<file path="config.mk">
export PLATFORM = sky130hd
export DESIGN_NAME = obi_sram_arbiter
export DESIGN_NICKNAME = d
export VERILOG_FILES = /design/src/rtl/obi_sram_arbiter.sv
export SDC_FILE = /design/constraint.sdc
export NUM_CORES = 1
export LEC_CHECK = 0
export CAP_MARGIN = 20
export CORE_AREA = 3 3 100 102
export CTS_CLUSTER_SIZE = 14
export DETAILED_ROUTE_END_ITERATION = 8
export DIE_AREA = 0 0 103 105
export HOLD_SLACK_MARGIN = 0.15
export PLACE_DENSITY = 0.61
export SYNTH_ARGS = -nofsm -noshare
export SYNTH_HDL_FRONTEND = slang
export SYNTH_SLANG_ARGS = --single-unit
</file>
<file path="constraint.sdc">
create_clock -name clk_i -period 1.56 [get_ports clk_i]
set_input_delay 0.156 -clock clk_i [delete_from_list [all_inputs] [get_ports clk_i]]
set_output_delay 0.156 -clock clk_i [all_outputs]
set_load 0.005 [all_outputs]
</file>
<file path="src/rtl/obi_sram_arbiter.sv">
// Round-robin arbiter sharing one 1-cycle-latency SRAM between NumReq OBI requesters.
// Optional macro OBI_SRAM_ARB_RANGE_CHECK_EN: out-of-window addresses get an error response instead of an SRAM access.
module obi_sram_arbiter #(
  parameter int unsigned NumReq    = 2,
  parameter int unsigned NumWords  = 1024,
  parameter int unsigned DataWidth = 32,
  parameter logic [31:0] BaseAddr  = 32'h0,
  localparam int unsigned BeWidth       = DataWidth / 8,
  localparam int unsigned SramAddrWidth = (NumWords > 1) ? $clog2(NumWords) : 1
) (
  input  logic                          clk_i,
  input  logic                          rst_i,
  input  logic [NumReq-1:0]             m_req_i,
  output logic [NumReq-1:0]             m_gnt_o,
  input  logic [NumReq*32-1:0]          m_addr_i,
  input  logic [NumReq-1:0]             m_we_i,
  input  logic [NumReq*BeWidth-1:0]     m_be_i,
  input  logic [NumReq*DataWidth-1:0]   m_wdata_i,
  output logic [NumReq-1:0]             m_rvalid_o,
  output logic [DataWidth-1:0]          m_rdata_o,
  output logic [NumReq-1:0]             m_err_o,
  output logic                          s_req_o,
  output logic                          s_we_o,
  output logic [BeWidth-1:0]            s_be_o,
  output logic [SramAddrWidth-1:0]      s_addr_o,
  output logic [DataWidth-1:0]          s_wdata_o,
  input  logic [DataWidth-1:0]          s_rdata_i
);

  localparam int unsigned         IdxWidth = (NumReq > 1) ? $clog2(NumReq) : 1;
  localparam logic [IdxWidth-1:0] LastIdx  = IdxWidth'(NumReq - 1);

  logic [IdxWidth-1:0]  r_rr;
  logic [IdxWidth-1:0]  w_rr_nxt;
  logic [IdxWidth-1:0]  w_hi_idx;
  logic [IdxWidth-1:0]  w_lo_idx;
  logic                 w_hi_found;
  logic                 w_lo_found;
  logic                 w_win_valid;
  logic [IdxWidth-1:0]  w_win_idx;

  logic [31:0]          w_sel_addr;
  logic                 w_sel_we;
  logic [BeWidth-1:0]   w_sel_be;
  logic [DataWidth-1:0] w_sel_wdata;
  logic [31:0]          w_off;
  logic                 w_range_err;

  logic                 r_rsp_valid;
  logic [IdxWidth-1:0]  r_rsp_idx;
  logic                 r_rsp_err;

  // Lowest request at or above the pointer wins; otherwise wrap to the lowest request overall.
  always_comb begin
    w_hi_found = 1'b0;
    w_hi_idx   = '0;
    w_lo_found = 1'b0;
    w_lo_idx   = '0;
    for (int i = int'(NumReq) - 1; i >= 0; i--) begin
      if (m_req_i[i]) begin
        w_lo_found = 1'b1;
        w_lo_idx   = IdxWidth'(i);
        if (IdxWidth'(i) >= r_rr) begin
          w_hi_found = 1'b1;
          w_hi_idx   = IdxWidth'(i);
        end
      end
    end
  end

  assign w_win_valid = w_lo_found;
  assign w_win_idx   = w_hi_found ? w_hi_idx : w_lo_idx;
  assign m_gnt_o     = w_win_valid ? (NumReq'(1) << w_win_idx) : '0;

  always_comb begin
    w_rr_nxt = r_rr;
    if (w_win_valid) begin
      w_rr_nxt = (w_win_idx == LastIdx) ? '0 : (w_win_idx + IdxWidth'(1));
    end
  end

  // Route the winner's transaction fields to the SRAM port.
  always_comb begin
    w_sel_addr  = '0;
    w_sel_we    = 1'b0;
    w_sel_be    = '0;
    w_sel_wdata = '0;
    for (int k = 0; k < int'(NumReq); k++) begin
      if (w_win_idx == IdxWidth'(k)) begin
        w_sel_addr  = m_addr_i[32*k +: 32];
        w_sel_we    = m_we_i[k];
        w_sel_be    = m_be_i[BeWidth*k +: BeWidth];
        w_sel_wdata = m_wdata_i[DataWidth*k +: DataWidth];
      end
    end
  end

  assign w_off     = w_sel_addr - BaseAddr;
  assign s_addr_o  = SramAddrWidth'(w_off >> 2);
  assign s_we_o    = w_sel_we;
  assign s_be_o    = w_sel_be;
  assign s_wdata_o = w_sel_wdata;

`ifdef OBI_SRAM_ARB_RANGE_CHECK_EN
  localparam logic [33:0] UpperAddr = 34'(BaseAddr) + (34'(NumWords) << 2);

  logic w_in_range;

  assign w_in_range  = (w_sel_addr >= BaseAddr) && ({2'b00, w_sel_addr} < UpperAddr);
  assign w_range_err = w_win_valid & ~w_in_range;
`else
  assign w_range_err = 1'b0;
`endif

  assign s_req_o = w_win_valid & ~w_range_err;

  always_ff @(posedge clk_i or posedge rst_i) begin
    if (rst_i) begin
      r_rr        <= '0;
      r_rsp_valid <= 1'b0;
      r_rsp_idx   <= '0;
      r_rsp_err   <= 1'b0;
    end else begin
      r_rr        <= w_rr_nxt;
      r_rsp_valid <= w_win_valid;
      r_rsp_idx   <= w_win_idx;
      r_rsp_err   <= w_range_err;
    end
  end

  // Response decode: one-hot valid for the remembered winner, data only for a clean response.
  assign m_rvalid_o = r_rsp_valid ? (NumReq'(1) << r_rsp_idx) : '0;
  assign m_rdata_o  = (r_rsp_valid && !r_rsp_err) ? s_rdata_i : '0;

`ifdef OBI_SRAM_ARB_RANGE_CHECK_EN
  assign m_err_o = (r_rsp_valid && r_rsp_err) ? (NumReq'(1) << r_rsp_idx) : '0;
`else
  assign m_err_o = '0;
`endif

endmodule

</file>
==> results of run 1 <==
[worst max-delay path, delay by kind of cell, from the launching register on]
family	cells	cell delay [ns]
muxes	1	0.31
buffers and inverters	3	0.38
and+or+nand+nor	2	0.28
DFF	1	0.40
[layer usage]
layer  share of wire, %  wire length, um
met1                 30             1990
met4               0.62               41
met3                 14              914
met2                 55             3610
met5                  0                0
[cell families after synthesis]
family                 after synthesis  synth area share, %
multiplexers                        47                 57.6
AND/OR/NAND/NOR                     37                 24.1
AO/OA/AOI/OAI                        2                 1.29
flip-flops                           3                 7.73
buffers and inverters               14                 8.89
other                                1                0.386
[timing repair]
| item | in CTS | in global routing |
|---|---|---|
| buffers inserted | 19 | 5 |
| endpoints found under the setup margin | 52 | 67 |
| cloned | 5 | 0 |
| resized for setup | 280 | 54 |
| hold buffers | 1 | 0 |
| pin swaps | 1 | 0 |
| endpoints found under the hold margin | 3 | 0 |
[layout by cell type (no fill, tap or decap), types with 2 or more instances in the layout]
cell,netlist,routed
dfrtp_1,3,2
inv_1,4,4
clkbuf_2,0,2
buf_6,2,56
buf_4,5,4
mux2_4,8,45
dlygate4sd2_1,0,17
buf_12,0,5
clkdlybuf4s50_1,0,129
buf_2,0,4
dlymetal6s2s_1,0,19
mux2_2,39,2
and2_1,33,32
conb_1,1,2
clkbuf_8,0,3
buf_16,0,3
buf_8,0,2
[through the flow]
stage	instances	power, W	setup slack (ns)	instance area (sq um)	utilization, %
floorplan	105	0.000390	0.174	975	-
global placement	424	0.00110	-0.479	3250	35.3
detailed placement	424	0.00111	-0.495	3250	35.3
CTS	452	0.00152	-0.244	3690	40.1
global route	453	0.00167	-0.224	3870	42.1
finish	453	0.00156	-0.167	3870	42.1
[state kept, by name, summed over array words and instances (netlist names)]
register / flops
r_rr: 1
r_rsp_valid: 1
r_rsp_idx: 1
[area by class of cell]
type	instances	area share, %
Sequential cell	3	1.97
Inverter	4	0.388
Clock buffer	4	1.16
Multi-Input combinational cell	88	25.1
Tap cell	111	3.59
Timing Repair Buffer	243	67.8
[power groups by stage]
| stage | Clock, W | Sequential (W) | Combinational (W) |
|---|---|---|---|
| floorplan | 0 | 0.0000904 | 0.000299 |
| global placement | 0 | 0.0000922 | 0.00101 |
| detailed placement | 0 | 0.0000919 | 0.00102 |
| CTS | 0.000231 | 0.0000936 | 0.00120 |
| global route | 0.000245 | 0.0000941 | 0.00133 |
| finish | 0.000223 | 0.0000933 | 0.00125 |
[path summary, 6_finish.rpt]
path,startpoint,cells after the start,endpoint,slack [ns]
max,r_rr$_DFFE_PP0N_,6,s_wdata_o[8],-0.17
min,m_req_i[1],2,r_rsp_valid$_DFF_PP0_,0.52
max reg2reg,r_rr$_DFFE_PP0N_,4,r_rsp_idx$_DFF_PP0_,0.55
min reg2reg,r_rr$_DFFE_PP0N_,2,r_rr$_DFFE_PP0N_,0.74
max in group asynchronous,rst_i,3,r_rsp_valid$_DFF_PP0_,0.72
min in group asynchronous,rst_i,3,r_rsp_idx$_DFF_PP0_,0.69
==> impl_metrics.yaml, run 1 <==
outcome:
  outcome: "finished, violations left"
  violations: "setup timing"
clock_network:
  clk_path_buf_depth: 2
  cts_tree: "done"
  clock_latency_ns: 0.21
  clock-sinks: 3
  cts_max_level: 1
  path_clk_slew_ns: 0.03
  cts_root_buf: "clkbuf_8"
  cts_buffers: 3
cells_and_area:
  drive_above_1_share_pct: 38.6
  multiInputGateArea_sq_um: 973
  nets: 517
  fillers: 874
  regArea_sq_um: 76.3
  antenna_cells: 0
  area_growth_pct: 299
yosys:
  yosysSeqAreaShare_pct: 7.73
  netlist.area_leader.share_pct: 45.2
  synth_top_area_cell: "mux2_2"
  syn_inst: 104
  synth_area_per_cell_sq_um: 9.34
  ys_ff_latch: 3
  synth-async-reset-ratio_pct: 100
  synthDistinctLibCells: 15
  synth_most_common_cell: "mux2_2"
  synth_warnings: 0
  synthesis.area_sq_um: 971
  synth_edf_count: 0
  synth_area_leaders: "mux2_2 (45%), and2_1 (21%), mux2_4 (12%), dfrtp_1 (7.7%), buf_4 (3.9%)"
  synthFlopType: "dfrtp_1"
  yosys-top-cells-count: "mux2_2 (39), and2_1 (33), mux2_4 (8), buf_4 (5), inv_1 (4)"
timing:
  grt_setup_unrepaired: "true"
  fin_crit_sh_pct: 111
  slew_viol_final: 0
  setup_viol: 48
  hold_viol_final: 0
  setup_slack_ns: -0.167
  tns_ns: -5.61
  clock_skew_ns: 0.0000885
  whs_ns: 0.522
  max_freq_mhz: 579
  fin_crit_ns: 1.73
critical_path:
  crit_chain: "nand2b_4, nand2_8, buf_6, buf_16, mux2_4, buf_6"
  slowest_stage: "dfrtp_1"
  cp_common_cell: "buf_6"
  worstPathMaxFanout: 5
  worstSetupPathType: "reg -> out"
  critPathRequiredTime_ns: 1.40
  crit_path_end_kind: "primary output"
  worst_setup_path_start_kind: "register"
  arrival_ns: 1.57
  critPathMaxStageDelay_ns: 0.40
pwr:
  p_int_w: 0.00118
  seq_power_share_pct: 6.0
  peakVddDrop_uv: 168
  powerDensity_nw_per_um2: 404
  p_sw_w: 0.000388
  combinationalPowerShare_pct: 79.8
  p_leak_nw: 2.00
  p_sw_share_pct: 24.8
  p_clk_share_pct: 14.3
global_routing:
  antenna_found_initial: 0
  track_usage_pct: 10.5
  grt_pass1_wl_um: 8940
  grt_pass1_vias: 1829
  grt_use_met2_pct: 21.6
  grt-busiest-layer: "met2"
  grt_overflow: 0
  grt_max_degree: 18
  grt_use_met3_pct: 3.27
  global_route.usage.met1_pct: 9.55
routing:
  wire_per_inst_um: 14.5
  firstDrtPassIters: 4
  wl_um: 6560
  drtIter0Drc: 22
  vias: 1720
  detail-route-antenna-nets: 0
  drt_drc_violations_left: 0
  via_per_inst: 3.80
placement:
  io_buffers: 213
  place_congestion: 0.701
  post-dp-hpwl_um: 4990
floorplanning:
  initial_utilization_pct: 10.6
  fp.dieH_um: 105
  die_area_sq_um: 10800
  core-area_sq_um: 9200
  ios: 260
  rows: 35
  die_x_um: 103
hold_path:
  worstHoldPathType: "in -> reg"
run:
  cap_violations: 0
Power figures use the tool's default switching activity.
==> run 2, diff against run 1 <==
- SLEW_MARGIN: unset -> 20
==> results of run 2 <==
No change in the layout: final DEF, timing and power equal those of run 1.
